--- config.mk ---
export PLATFORM = sky130hd
export DESIGN_NAME = bk_adder_scheduler
export DESIGN_NICKNAME = d
export VERILOG_FILES = /design/src/rtl/bk_adder_scheduler.sv
export SDC_FILE = /design/constraint.sdc
export NUM_CORES = 1
export LEC_CHECK = 0
export ABC_AREA = 0
export CAP_MARGIN = 15
export CELL_PAD_IN_SITES_DETAIL_PLACEMENT = 1
export CELL_PAD_IN_SITES_GLOBAL_PLACEMENT = 2
export CORE_ASPECT_RATIO = 0.6
export CORE_MARGIN = 10
export CORE_UTILIZATION = 19
export DETAILED_ROUTE_END_ITERATION = 8
export GPL_ROUTABILITY_DRIVEN = 0
export PLACE_DENSITY = 0.88
export SLEW_MARGIN = 5
export SYNTH_ARGS = -nofsm -noshare
export SYNTH_HDL_FRONTEND = slang
export SYNTH_SLANG_ARGS = --single-unit
--- constraint.sdc ---
create_clock -name clk -period 3 [get_ports clk]
set_input_delay 0.3 -clock clk [delete_from_list [all_inputs] [get_ports clk]]
set_output_delay 0.3 -clock clk [all_outputs]
set_load 0.02 [all_outputs]
--- src/rtl/bk_adder_scheduler.sv ---
// rtl/bk_adder_scheduler.sv - round-robin issue scheduler for one shared pipelined Brent-Kung adder
//
// Ports:
//   clk, rst               clock (rising edge), asynchronous active-high reset
//   en                     issue enable; 0 stops new grants, in-flight ops still drain
//   req_valid/req_ready    per-requester request and one-hot grant
//   req_a/req_b/req_cin    packed per-requester operands, requester i at [i*WIDTH +: WIDTH]
//   add_a/add_b/add_cin    operands to the adder, sampled by it on the issuing edge
//   add_sum/add_cout       result pins of the adder, LATENCY edges after issue
//   rsp_valid/rsp_id       one-hot response strobe and index of the responding requester
//   rsp_sum/rsp_cout       registered result, held between strobes
//   busy/inflight          activity flag and count of issued ops whose response has not ended

module bk_adder_scheduler #(
    parameter int NREQ     = 4,
    parameter int WIDTH    = 16,
    parameter int LATENCY  = 8,
    localparam int IDW     = $clog2(NREQ),
    localparam int CNTW    = $clog2(LATENCY + 2)
) (
    input  logic                    clk,
    input  logic                    rst,
    input  logic                    en,
    input  logic [NREQ-1:0]         req_valid,
    output logic [NREQ-1:0]         req_ready,
    input  logic [NREQ*WIDTH-1:0]   req_a,
    input  logic [NREQ*WIDTH-1:0]   req_b,
    input  logic [NREQ-1:0]         req_cin,
    output logic [WIDTH-1:0]        add_a,
    output logic [WIDTH-1:0]        add_b,
    output logic                    add_cin,
    input  logic [WIDTH-1:0]        add_sum,
    input  logic                    add_cout,
    output logic [NREQ-1:0]         rsp_valid,
    output logic [IDW-1:0]          rsp_id,
    output logic [WIDTH-1:0]        rsp_sum,
    output logic                    rsp_cout,
    output logic                    busy,
    output logic [CNTW-1:0]         inflight
);

    localparam logic [IDW:0]      NREQ_W   = (IDW + 1)'(NREQ);
    localparam logic [IDW-1:0]    LAST_ID  = IDW'(NREQ - 1);
    localparam logic [NREQ-1:0]   ONE_HOT0 = NREQ'(1);
    localparam logic [CNTW-1:0]   CNT_ONE  = CNTW'(1);

    logic [IDW-1:0]  ptr;
    logic [IDW-1:0]  gid;
    logic            found;
    logic            grant_any;
    logic [NREQ-1:0] grant_oh;
    logic [IDW:0]    scan;

    logic [LATENCY-1:0] tag_v;
    logic [IDW-1:0]     tag_id [LATENCY];

    logic issue;
    logic retire;

    // Round-robin search starting at ptr. scan carries one extra bit so the
    // wrap past NREQ-1 works for requester counts that are not a power of two.
    always_comb begin
        gid      = '0;
        found    = 1'b0;
        scan     = '0;
        grant_oh = '0;
        for (int k = 0; k < NREQ; k++) begin
            scan = {1'b0, ptr} + (IDW + 1)'(k);
            if (scan >= NREQ_W) begin
                scan = scan - NREQ_W;
            end
            if (!found && req_valid[scan[IDW-1:0]]) begin
                found = 1'b1;
                gid   = scan[IDW-1:0];
            end
        end
        if (en && found) begin
            grant_oh = ONE_HOT0 << gid;
        end
    end

    assign grant_any = en & found;
    assign req_ready = grant_oh;

    // One-hot select of the granted operands; all zero when nothing is granted.
    always_comb begin
        add_a   = '0;
        add_b   = '0;
        add_cin = 1'b0;
        for (int i = 0; i < NREQ; i++) begin
            if (grant_oh[i]) begin
                add_a   = req_a[i*WIDTH +: WIDTH];
                add_b   = req_b[i*WIDTH +: WIDTH];
                add_cin = req_cin[i];
            end
        end
    end

    always_ff @(posedge clk or posedge rst) begin
        if (rst) begin
            ptr <= '0;
        end else if (grant_any) begin
            ptr <= (gid == LAST_ID) ? '0 : gid + IDW'(1);
        end
    end

    // Tag line runs in lockstep with the adder's register stages, so the last
    // stage describes whatever is on add_sum/add_cout this cycle. Clearing it
    // on reset is what turns leftover adder contents into ignored garbage.
    always_ff @(posedge clk or posedge rst) begin
        if (rst) begin
            tag_v <= '0;
            for (int k = 0; k < LATENCY; k++) begin
                tag_id[k] <= '0;
            end
        end else begin
            tag_v     <= {tag_v[LATENCY-2:0], grant_any};
            tag_id[0] <= gid;
            for (int k = 1; k < LATENCY; k++) begin
                tag_id[k] <= tag_id[k-1];
            end
        end
    end

    always_ff @(posedge clk or posedge rst) begin
        if (rst) begin
            rsp_valid <= '0;
            rsp_id    <= '0;
            rsp_sum   <= '0;
            rsp_cout  <= 1'b0;
        end else if (tag_v[LATENCY-1]) begin
            rsp_valid <= ONE_HOT0 << tag_id[LATENCY-1];
            rsp_id    <= tag_id[LATENCY-1];
            rsp_sum   <= add_sum;
            rsp_cout  <= add_cout;
        end else begin
            rsp_valid <= '0;
        end
    end

    // An op stays counted through the cycle its response is presented, so
    // busy covers the strobe and a full stream settles at LATENCY+1.
    assign issue  = grant_any;
    assign retire = |rsp_valid;

    always_ff @(posedge clk or posedge rst) begin
        if (rst) begin
            inflight <= '0;
        end else begin
            unique case ({issue, retire})
                2'b10:   inflight <= inflight + CNT_ONE;
                2'b01:   inflight <= inflight - CNT_ONE;
                default: inflight <= inflight;
            endcase
        end
    end

    assign busy = (inflight != '0);

endmodule

# Yosys cells after proc, flatten, opt, wreduce, memory -nomap -nowiden

Cells that the tools add are included.

Bits in registers: 53
Bits of input ports: 156
Output and inout bits: 65
Word-level logic and storage cells: 85

Add/subtract/negate cells: 10
$lt $le $gt $ge: 8
Equal/unequal tests: 3
Shift operators: 2
Mux-type cells: 36
Bitwise operators: 1
Reductions and logical operators: 10

Operators with widths:

| operator              | number |
|---|---|
| $mux W16              | 8 |
| $mux W2               | 9 |
| $lt A2 B3 Y1 const B  | 4 |
| $mux W1               | 12 |
| $ge A3 B3 Y1 const B  | 3 |
| $bmux W1 S2           | 4 |
| $mux W4               | 2 |
| $pmux W4 S2           | 1 |
| $shl A1 B2 Y4 const A | 2 |
| $sub A2 B1 Y2 const B | 4 |
| $add A2 B2 Y3 const B | 2 |
| $add A4 B1 Y4 const B | 1 |
| $eq A2 B2 Y1 const B  | 2 |
| $logic_and A1 B1 Y1   | 4 |
| $reduce_bool A4 Y1    | 1 |
| $reduce_or A4 Y1      | 1 |
| $sub A4 B1 Y4 const B | 1 |
| $add A2 B1 Y3 const B | 1 |
| $ge A2 B3 Y1 const B  | 1 |
| $logic_not A1 Y1      | 3 |
| $add A2 B1 Y2 const B | 1 |
| $eq A2 B1 Y1 const B  | 1 |
| $reduce_bool A2 Y1    | 1 |
| $and A1 B1 Y1         | 1 |

# Logic depth before layout (Yosys ltp)

Gate-level depths: netlist (run 1).

Word-level depth: 20
Mapped depth: 9
Mapped depth without buffers: 8

# Worst setup path before layout (run 1)

No wires, ideal clock.

Path type: flip-flop to output port
From: register ptr[1]
To: output port add_a[0]
Arrival time: 2.128 ns
Data required time: 2.700 ns
Slack: 0.572 ns
Cell stages (with the launch flop): 9
Path buffers: 2
Path through: dfrtp_1 a21o_1 a21boi_0 o22a_1 ha_1 buf_1 buf_1 nand3b_1 a32o_1

Cells in the longest elaborated chain, start to end: 20
Elaborated cells on any way between the ends: 44
Those cells by class: add/sub: 7; order compare: 4; shift: 1; mux: 25; reduce/logical: 7

RTL lines:

| what                                                                   | RTL line | RTL |
|---|---|---|
| start: declaration                                                     | 47       | `logic [IDW-1:0] ptr;` |
| start signal: assignment                                               | 103      | `ptr <= (gid == LAST_ID) ? '0 : gid + IDW'(1);` |
| parallel branches: the longest is 13 deep, another holds $add A2 B1 Y3 | --       |  |
| $mux W2 *                                                              | 72       | `if (!found && req_valid[scan[IDW-1:0]]) begin` |
| net gid[1]                                                             | 48       | `logic [IDW-1:0] gid;` |
| $shl A1 B2 Y4 *                                                        | 78       | `grant_oh = ONE_HOT0 << gid;` |
| $mux W4 *                                                              | 77       | `if (en && found) begin` |
| $mux W16 (3 in series)                                                 | 91       | `if (grant_oh[i]) begin` |
| $mux W16 *                                                             | 91       |  |
| end: declaration                                                       | 29       | `output logic [WIDTH-1:0] add_a,` |

Mark *: on every way through the listed nets, which the timed path passes. The select of a mux whose other input is x is not followed.

# Worst setup path after layout (run 1)

From: input port req_valid[1]
To: output port add_a[5]

Cells in the longest elaborated chain, start to end: 18
Elaborated cells on any way between the ends: 29
Those cells by class: shift: 1; mux: 21; reduce/logical: 7

RTL lines:

| what                          | RTL line | RTL |
|---|---|---|
| start: declaration            | 24       | `input logic [NREQ-1:0] req_valid,` |
| $bmux W1 S2                   | 72       |  |
| $mux W1 (not written as such) | 72       |  |
| $mux W1                       | 72       |  |
| $logic_not A1 Y1              | 72       |  |
| $logic_and A1 B1 Y1           | 72       |  |
| $mux W1                       | 72       |  |
| $logic_not A1 Y1              | 72       |  |
| $logic_and A1 B1 Y1           | 72       |  |
| $mux W1                       | 72       |  |
| $logic_not A1 Y1              | 72       |  |
| $logic_and A1 B1 Y1           | 72       |  |
| $mux W2 *                     | 72       |  |
| net gid[1]                    | 48       |  |
| $shl A1 B2 Y4 *               | 78       |  |
| $mux W4 *                     | 77       |  |
| $mux W16 (3 in series)        | 91       |  |
| $mux W16 *                    | 91       |  |

The timed path passes the listed nets; every way through them passes the cells marked *. The select of a mux whose other input is x is not followed.

==> results of run 1 <==
what timing repair did:
action,CTS,global route
hold buffers,0,0
buffers inserted,0,1
gates resized for setup,38,29
pin swaps,0,2
endpoints found under the setup margin,36,34
layer usage:
metal	vias up	wire [um]	track usage
li1	1645	-	-
met1	1772	6170	0.145
met2	104	7650	0.230
met3	8	905	0.0382
met4	0	138	0.0160
met5	-	0	0
critical path: cells and delay by family:
kind	cells	cell delay, ps
AO/OA/AOI/OAI	4	950
adder cells (fa/ha/maj)	1	260
buffers and inverters	3	1010
AND/OR/NAND/NOR	1	110
synthesized netlist by cell type (all sizes together):
| library cell | count |
|---|---|
| a41oi | 1 |
| or3b | 1 |
| nor2b | 6 |
| dfrtp | 53 |
| mux2i | 1 |
| xnor2 | 2 |
| o41a | 1 |
| xor2 | 1 |
| and3 | 2 |
| nor3b | 1 |
| or2 | 1 |
| o41ai | 1 |
| o22a | 1 |
| inv | 5 |
| nor2 | 4 |
| mux2 | 20 |
| nand2 | 34 |
| a21oi | 34 |
| o21bai | 1 |
| or4 | 3 |
| o22ai | 1 |
| a21boi | 1 |
| a21o | 2 |
| o221ai | 1 |
| clkbuf | 22 |
| nand3 | 1 |
| nand3b | 34 |
| o21ai | 35 |
| buf | 11 |
| and3b | 1 |
| a2111oi | 1 |
| or4b | 1 |
| o21a | 1 |
| a32o | 33 |
| and2 | 4 |
| ha | 7 |
final cells by class:
cell class              instances  area share
inverters                       5     0.00319
repair buffers                237       0.404
clock inverters                 2     0.00659
well taps                     228      0.0484
multi-input cells             238       0.290
clock buffers                   6      0.0219
flip-flops and latches         53       0.225
state kept, by name, indices dropped and copies added, names as in the netlist:
signal	flops
rsp_valid	4
tag_id	16
ptr	2
tag_v	8
inflight	4
rsp_cout	1
rsp_id	2
rsp_sum	16
cells by family (layout without fill, tap and decap cells):
family,after synthesis,after routing
AO/OA/AOI/OAI,114,114
AND/OR/NAND/NOR,93,93
flip-flops,53,53
buffers and inverters,38,250
multiplexers,21,21
adder cells (fa/ha/maj),7,7
XOR/XNOR,3,3
power by group through the flow:
| stage | Clock, mW | Sequential [mW] | Combinational [mW] |
|---|---|---|---|
| final | 0.631 | 1.02 | 2.20 |
| after global routing | 0.685 | 1.05 | 2.41 |
| after CTS | 0.652 | 1.02 | 2.21 |
| after detailed placement | 0 | 1.03 | 2.31 |
| after global placement | 0 | 1.01 | 2.24 |
| after floorplan | 0 | 1.08 | 1.14 |
worst max-delay path by stage:
stage	end	slack (ps)	start	cells past startpoint
6_report	add_a[5]	50	req_valid[1]	9
3_5_place_dp	add_b[6]	-360	req_valid[1]	10
4_1_cts	add_b[6]	10	req_valid[1]	10
5_1_grt	add_a[5]	-70	req_valid[1]	9
2_1_floorplan	add_a[0]	570	ptr[1]	8
3_3_place_gp	add_b[9]	-200	req_valid[0]	10
through the flow:
stage	util	cell area (um^2)	worst slack [ps]
floorplan	-	3160	572
global placement	0.352	5730	-199
detailed placement	0.352	5730	-357
CTS	0.360	5850	13.5
global route	0.362	5890	-66.2
finish	0.362	5890	49.0
==> results by group, run 1 <==
Run status
  • Outcome: finished clean

Worst setup path
  • Critical path data arrival time: 2650 ps
  • Worst setup EP type: primary output
  • Critical path class: in2out
  • Reg-to-Reg End: inflight[2]
  • Reg2reg path depth: 8
  • CP max-delay cell: clkdlybuf4s50_1
  • Setup crit start kind: primary input
  • Reg2Reg Setup Slack: 730 ps
  • Worst Path Max Fanout: 30
  • RR Startpoint: rsp_valid[1]
  • WP data required: 2700 ps
  • Crit-path max cell delay: 490 ps
  • Crit path cell chain: clkdlybuf4s50_1 -> a21o_1 -> a21boi_2 -> o22a_1 -> ha_2 -> buf_12 -> nand3b_1 -> a32o_1 -> dlygate4sd2_1

Logic synthesis
  • Synthesized area: 3160 um^2
  • Syn avg cell area: 9.61 um^2
  • Post-synthesis compound-gate area fraction: 0.245
  • Yosys cell types: 39
  • Synth Area in Adders: 0.0277
  • Post-synthesis mux area share: 0.0744
  • Total number of yosys warnings: 0
  • Cell count after synthesis: 329
  • Share of the yosys chip area belonging to registers: 0.419
  • Syn Nets: 492
  • Yosys top cell by area: dfrtp_1
  • Simple-Gate Fraction of Synth Area: 0.171
  • Main combinational cell family by area after synthesis: compound AO/OA/AOI/OAI gates
  • Yosys reg bits: 53
  • Post-synth top area share: 0.419
  • Post-synthesis xor/xnor area fraction: 0.00831
  • Synth top area cells: dfrtp_1 42%, a32o_1 10%, nand3b_1 8.1%

Clock tree
  • Clock transition at path regs: 70 ps
  • CTS tree: built
  • Clk_lat worst skew: 280 ps
  • CTS root buf: clkbuf_16
  • Clock tree buffer depth: 2
  • CTS H-tree lvls: 2
  • Clock sink total: 53
  • Cts bufs inserted: 5

Detailed routing
  • DRC errors left: 0
  • Vias per cell: 4.59
  • Drt wl/cell: 19.3 um
  • Antenna Nets Post-Route: 0
  • Total Routed Length: 14900 um
  • Vias: 3529
  • Initial DRC count: 140
  • Drt first pass iters: 4

Layout
  • Layout net count: 703
  • Layout cells sized above 1: 0.115
  • Area taken by multi-input logic gates: 1710 um^2
  • Most frequent cells in the layout: 184 x clkdlybuf4s50_1, 53 x dfrtp_1, 34 x nand3b_1, 34 x nand2_1, 34 x a21oi_1
  • Fillers: 1826
  • Fin cells: 769
  • Layout Area Growth over Synthesis: 86.2%
  • Antenna fix cells: 0
  • Most common cell after layout, fill and taps aside: clkdlybuf4s50_1
  • Reg area: 1330 um^2

Place
  • HPWL after DPL: 12000 um
  • Buffers on Ports: 220
  • Dpl cells: 760

GRT
  • Largest net degree at the start of global routing: 54
  • First-pass GRT wire length: 23000 um
  • GRT overflow: 0
  • Vias in the first global route: 3960
  • Gr usage total: 0.126
  • Initial antenna violation count: 0

Timing
  • F_max: 0.339 GHz
  • Min Hold Slack: 342 ps
  • Setup violators final: 0
  • Hold Fails Final Rpt: 0
  • Final setup TNS: 0 ps
  • Tmin final: 2950 ps
  • Worst Max-Slew Pin Slew: 862 ps
  • Final Slew Violations: 0
  • Worst Skew: 5.25 ps
  • Final period util: 0.984
  • Max-slew headroom: 0.425

Min path
  • Min-delay src: tag_id[12]
  • Worst Hold Depth: 0
  • Hold Path End: tag_id[10]
  • Worst hold path class: reg2reg

Flow run
  • Max_cap viols: 0

Die
  • Die height: 120 um
  • Die X-Extent: 187 um
  • Starting Density: 0.194
  • Core Footprint: 16300 um^2
  • Cell Rows: 36
  • Die area: 22400 um^2
  • I/O pins: 221

Power
  • Leak Pwr: 2.29 nW
  • Cell area power density: 654 nW/um^2
  • Pint: 2.32 mW
  • Clk pwr share: 0.164
  • Max IR drop VDD: 0.295 mV
  • P_sw: 1.53 mW
  • Gate power share: 0.571
  • Sw frac: 0.397
  • Tot Pwr: 3.85 mW
  • Seq pwr share: 0.265
Note: power is estimated with default switching activity, not from simulation.
==> run 2: changes to the inputs <==
--- a/config.mk
+++ b/config.mk
@@ -14,6 +14,7 @@
 export CORE_UTILIZATION = 19
 export DETAILED_ROUTE_END_ITERATION = 8
 export GPL_ROUTABILITY_DRIVEN = 0
+export MAX_ROUTING_LAYER = met4
 export PLACE_DENSITY = 0.88
 export SLEW_MARGIN = 5
 export SYNTH_ARGS = -nofsm -noshare
==> results by group, run 2 (same netlist as run 1, synthesis figures left out) <==
Run status
  • Outcome: finished clean

Place
  • Dpl ws: -357 ps (unchanged)
  • HPWL after DPL: 12000 um (unchanged)
  • Buffers on Ports: 220 (unchanged)

Layout
  • Layout Area Growth over Synthesis: 86.5%
  • Layout net count: 703 (unchanged)
  • Antenna fix cells: 0 (unchanged)
  • Most common cell after layout, fill and taps aside: clkdlybuf4s50_1
  • Most frequent cells in the layout: 184 x clkdlybuf4s50_1, 53 x dfrtp_1
  • Biggest regs: rsp_sum (16), tag_id (16), tag_v (8)
  • Util after Layout: 0.363 (+0.000462)
  • Layout cells sized above 1: 0.109 (-0.00555)

Detailed routing
  • Drt wl/cell: 19.3 um (-0.21%)
  • Total Routed Length: 14800 um (-0.21%)
  • DRC errors left: 0 (unchanged)
  • Vias per cell: 4.59 (about the same)
  • Initial DRC count: 165 (+18%)
  • Drt first pass iters: 4 (unchanged)
  • Vias: 3531 (+0.057%)
  • Antenna Nets Post-Route: 0 (unchanged)

Min path
  • Worst hold path class: reg2reg

GRT
  • Met3 capacity usage during global routing: 0.0304 (-0.00781)
  • Largest net degree at the start of global routing: 54 (unchanged)
  • Vias in the first global route: 3981 (+0.53%)
  • Initial antenna violation count: 0 (unchanged)
  • First-pass GRT wire length: 22900 um (-0.42%)
  • Gr usage total: 0.130 (+0.00393)
  • Met2 Track Usage GR: 0.230 (unchanged)
  • GR peak layer: met2
  • Global Route met1 Usage: 0.150 (+0.00516)
  • GRT overflow: 0 (unchanged)

Power
  • Max IR drop VDD: 0.294 mV (-0.31%)
  • Tot Pwr: 3.85 mW (about the same)
  • Leak Pwr: 2.29 nW (about the same)
  • Cell area power density: 653 nW/um^2 (-0.22%)

Worst setup path
  • Worst setup EP type: primary output
  • Setup crit start kind: primary input
  • WP data required: 2700 ps (about the same)
  • Worst Path Max Fanout: 30 (unchanged)
  • Critical path data arrival time: 2630 ps (-20 ps)
  • Critical path class: in2out

Timing
  • Tmin final: 2930 ps (-23.6 ps)
  • Setup violators final: 0 (unchanged)
  • Final period util: 0.976 (-0.00787)
  • Hold Fails Final Rpt: 0 (unchanged)
  • F_max: 0.342 GHz (+0.81%)
  • Max-slew headroom: 0.417 (-0.00825)
  • Min Hold Slack: 342 ps (-0.0310 ps)
  • Worst Skew: 5.41 ps (+0.161 ps)
  • Final Slew Violations: 0 (unchanged)
  • Worst Max-Slew Pin Slew: 874 ps (+12.4 ps)
  • Setup WS post-layout: 72.6 ps (+23.6 ps)
  • Final setup TNS: 0 ps (unchanged)

Clock tree
  • Clock sink total: 53 (unchanged)
  • CTS root buf: clkbuf_16
  • Hold buffer count at CTS: 0 (unchanged)
  • CTS tree: built
  • CTS H-tree lvls: 2 (unchanged)
  • Clock transition at path regs: 70 ps (about the same)
  • Cts bufs inserted: 5 (unchanged)
  • Clk_lat worst skew: 280 ps (about the same)
  • Clock tree buffer depth: 2 (unchanged)

Die
  • Die X-Extent: 187 um (unchanged)
  • Starting Density: 0.194 (unchanged)
  • Die height: 120 um (unchanged)
  • Core Footprint: 16300 um^2 (unchanged)
  • Die area: 22400 um^2 (unchanged)
  • I/O pins: 221 (unchanged)
  • Cell Rows: 36 (unchanged)

Flow run
  • Max_cap viols: 0 (unchanged)
[run 2: critical path: stages]
cell and delay, ps:
clkdlybuf4s50_1 490, a21o_1 210, a21boi_2 210, o22a_1 240
ha_2 250, buf_12 190, nand3b_1 110, a32o_1 280
dlygate4sd2_1 330
[run 2: where the power goes]
part | leakage [nW] | internal (mW) | switching, mW | total, mW
registers | 0.630 | 0.883 | 0.134 | 1.02
clock network | 0.0810 | 0.395 | 0.235 | 0.630
logic | 1.58 | 1.05 | 1.15 | 2.20
total | 2.29 | 2.33 | 1.52 | 3.85
[run 2: worst paths after layout]
check	slack [ps]	from	endpoint	cells past startpoint
worst max-delay path	70	req_valid[1]	add_a[5]	9
worst min-delay path	340	tag_id[12]	tag_id[10]	0
worst max register to register	720	rsp_valid[1]	inflight[2]	8
worst min register to register	340	tag_id[12]	tag_id[10]	0
max in group asynchronous	2050	rst	tag_v[2]	3
min in group asynchronous	510	rst	rsp_sum[3]	3
[run 2: per-layer routing]
layer / wire (um) / vias to the layer above / share of wire
li1: - / 1646 / -
met1: 6360 / 1767 / 0.43
met2: 7600 / 108 / 0.51
met3: 720 / 10 / 0.049
met4: 155 / 0 / 0.010
met5: 0 / - / 0
[run 2: area by class of cell]
type	instances	area [um^2]
timing repair buffer	237	2390
multi-input combinational	238	1700
sequential	53	1330
tap	228	285
clock inverter	2	38.8
inverter	5	18.8
fill	1826	10400
clock buffer	6	129
[run 2: repair_timing]
action	4_1_cts	5_1_grt
pin swaps	0	2
buffers inserted	0	1
setup endpoints to repair	36	34
resized for setup	38	22
[run 2: metrics by stage]
step / instance area, um^2 / instances
after floorplan: 3160 / 329
after global placement: 5730 / 760
after detailed placement: 5730 / 760
final: 5900 / 769
after CTS: 5850 / 768
after global routing: 5900 / 769
==> run 3: changes to the inputs <==
--- a/config.mk
+++ b/config.mk
@@ -14,6 +14,7 @@
 export CORE_UTILIZATION = 19
 export DETAILED_ROUTE_END_ITERATION = 8
 export GPL_ROUTABILITY_DRIVEN = 0
+export GPL_TIMING_DRIVEN = 0
 export MAX_ROUTING_LAYER = met4
 export PLACE_DENSITY = 0.88
 export SLEW_MARGIN = 5
==> results by group, run 3 (same netlist as run 1, synthesis figures left out) <==
Power
  • Max IR drop VDD: 0.247 mV (-16%)
  • Leak Pwr: 2.37 nW (+3.3%)
  • Cell area power density: 662 nW/um^2 (+1.4%)

Clock tree
  • CTS H-tree lvls: 2 (unchanged)
  • Cts bufs inserted: 5 (unchanged)
  • Clock tree buffer depth: 2 (unchanged)
  • CTS root buf: clkbuf_16
  • Clk_lat worst skew: 290 ps (about the same)
  • Hold buffer count at CTS: 0 (unchanged)
  • Clock sink total: 53 (unchanged)
  • Clock transition at path regs: 70 ps (about the same)
  • CTS tree: built

Layout
  • Fin cells: 788 (+2.5%)
  • Biggest regs: rsp_sum (16), tag_id (16), tag_v (8)
  • Fillers: 1849 (+1.3%)
  • Fin area: 5950 um^2 (+0.89%)
  • Most frequent cells in the layout: 180 x clkdlybuf4s50_1, 51 x dfrtp_1, 34 x nand3b_1, 34 x nand2_1, 34 x o21ai_0
  • Layout net count: 722 (+2.7%)
  • Most common cell after layout, fill and taps aside: clkdlybuf4s50_1
  • Layout Area Growth over Synthesis: 88.1%
  • Layout cells sized above 1: 0.159 (+0.0499)
  • Antenna fix cells: 0 (unchanged)

Worst setup path
  • Reg-to-Reg End: inflight[3]
  • Critical path data arrival time: 2590 ps (-40 ps)
  • Reg2reg path depth: 6 (-2)
  • Critical path class: reg2out
  • Setup crit start kind: flop
  • RR Startpoint: rsp_valid[1]
  • WP data required: 2700 ps (about the same)
  • Worst setup EP type: primary output
  • Reg2Reg Setup Slack: 660 ps (-60 ps)
  • Worst Path Max Fanout: 10 (-67%)

GRT
  • Global Route met1 Usage: 0.161 (+0.0110)
  • Initial antenna violation count: 0 (unchanged)
  • Met2 Track Usage GR: 0.233 (+0.00225)
  • GR peak layer: met2
  • Largest net degree at the start of global routing: 42 (-22%)
  • Gr usage total: 0.136 (+0.00654)
  • Vias in the first global route: 4072 (+2.3%)
  • GRT overflow: 0 (unchanged)
  • Met3 capacity usage during global routing: 0.0382 (+0.00781)
  • First-pass GRT wire length: 23800 um (+3.8%)

Die
  • Die area: 22400 um^2 (unchanged)
  • Core Footprint: 16300 um^2 (unchanged)
  • Die height: 120 um (unchanged)
  • Cell Rows: 36 (unchanged)
  • Die X-Extent: 187 um (unchanged)
  • Starting Density: 0.194 (unchanged)
  • I/O pins: 221 (unchanged)

Timing
  • Min Hold Slack: 289 ps (-53.7 ps)
  • Tmin final: 2890 ps (-38.7 ps)
  • F_max: 0.346 GHz (+1.3%)
  • Worst Skew: 6.11 ps (+0.699 ps)
  • Worst Max-Slew Pin Slew: 572 ps (-303 ps)
  • Setup violators final: 0 (unchanged)
  • Final period util: 0.963 (-0.0129)
  • Setup WS post-layout: 111 ps (+38.7 ps)
  • Max-slew headroom: 0.619 (+0.202)
  • Hold Fails Final Rpt: 0 (unchanged)
  • Final setup TNS: 0 ps (unchanged)
  • Final Slew Violations: 0 (unchanged)

Place
  • Dpl cells: 778 (+2.4%)
  • Buffers on Ports: 220 (unchanged)
  • Post-Place Cell Area: 5670 um^2 (-1.0%)
  • HPWL after DPL: 13200 um (+9.9%)
  • Dpl ws: -1110 ps (-755 ps)

Detailed routing
  • Vias: 3654 (+3.5%)
  • DRC errors left: 0 (unchanged)
  • Total Routed Length: 15700 um (+5.7%)
  • Drt wl/cell: 19.9 um (+3.2%)
  • Initial DRC count: 187 (+13%)
  • Antenna Nets Post-Route: 0 (unchanged)
  • Drt first pass iters: 4 (unchanged)
  • Vias per cell: 4.64 (+0.99%)

Min path
  • Worst hold path class: in2async

Run status
  • Outcome: finished clean

Flow run
  • Max_cap viols: 0 (unchanged)
[run 3: layout make-up]
class | instances | area [um^2] | share of cell area
timing repair buffer | 224 | 2180 | 0.366
multi-input combinational | 238 | 1740 | 0.292
sequential | 53 | 1330 | 0.223
tap | 228 | 285 | 0.0480
buffer | 32 | 233 | 0.0391
clock buffer | 6 | 129 | 0.0217
clock inverter | 2 | 38.8 | 0.00652
inverter | 5 | 18.8 | 0.00316
[run 3: stage by stage]
stage	total power, mW	utilization
after floorplan	2.21	-
after global routing	4.24	0.366
final	3.94	0.366
after CTS	3.97	0.365
after global placement	3.21	0.347
after detailed placement	3.30	0.349
[run 3: routing by layer]
layer,vias to the layer above,part of all wire
met5,-,0
met2,114,0.50
met1,1848,0.43
li1,1686,-
met4,0,0.0061
met3,6,0.066
[run 3: repair_timing]
| item | CTS | global route |
|---|---|---|
| resized for setup | 105 | 28 |
| pin swaps | 0 | 2 |
| endpoints found under the setup margin | 38 | 36 |
| setup buffers | 0 | 3 |
[run 3: worst max path at each step]
stage / start / to / slack, ps / depth (start not counted)
after floorplan: ptr[1] / add_a[0] / 570 / 8
after global placement: req_valid[3] / add_a[8] / -1040 / 11
after detailed placement: req_valid[2] / add_a[3] / -1110 / 11
after CTS: req_valid[0] / add_b[15] / 2 / 11
after global routing: ptr[1] / add_b[1] / -20 / 9
final: ptr[1] / add_b[5] / 110 / 9
[run 3: power by group]
part | internal (mW) | total (mW) | switching (mW)
Combinational | 1.05 | 2.29 | 1.23
Sequential | 0.886 | 1.01 | 0.128
Clock | 0.395 | 0.638 | 0.243
Total | 2.33 | 3.94 | 1.60
[run 3: critical path, cell delays in order, from the launching register on]
cell           delay (ps)
dfrtp_2               430
a21o_1                170
a21boi_2              180
o22a_1                210
ha_2                  250
buf_6                 160
buf_4                 180
nand3b_1              110
a32o_1                280
dlygate4sd2_1         320
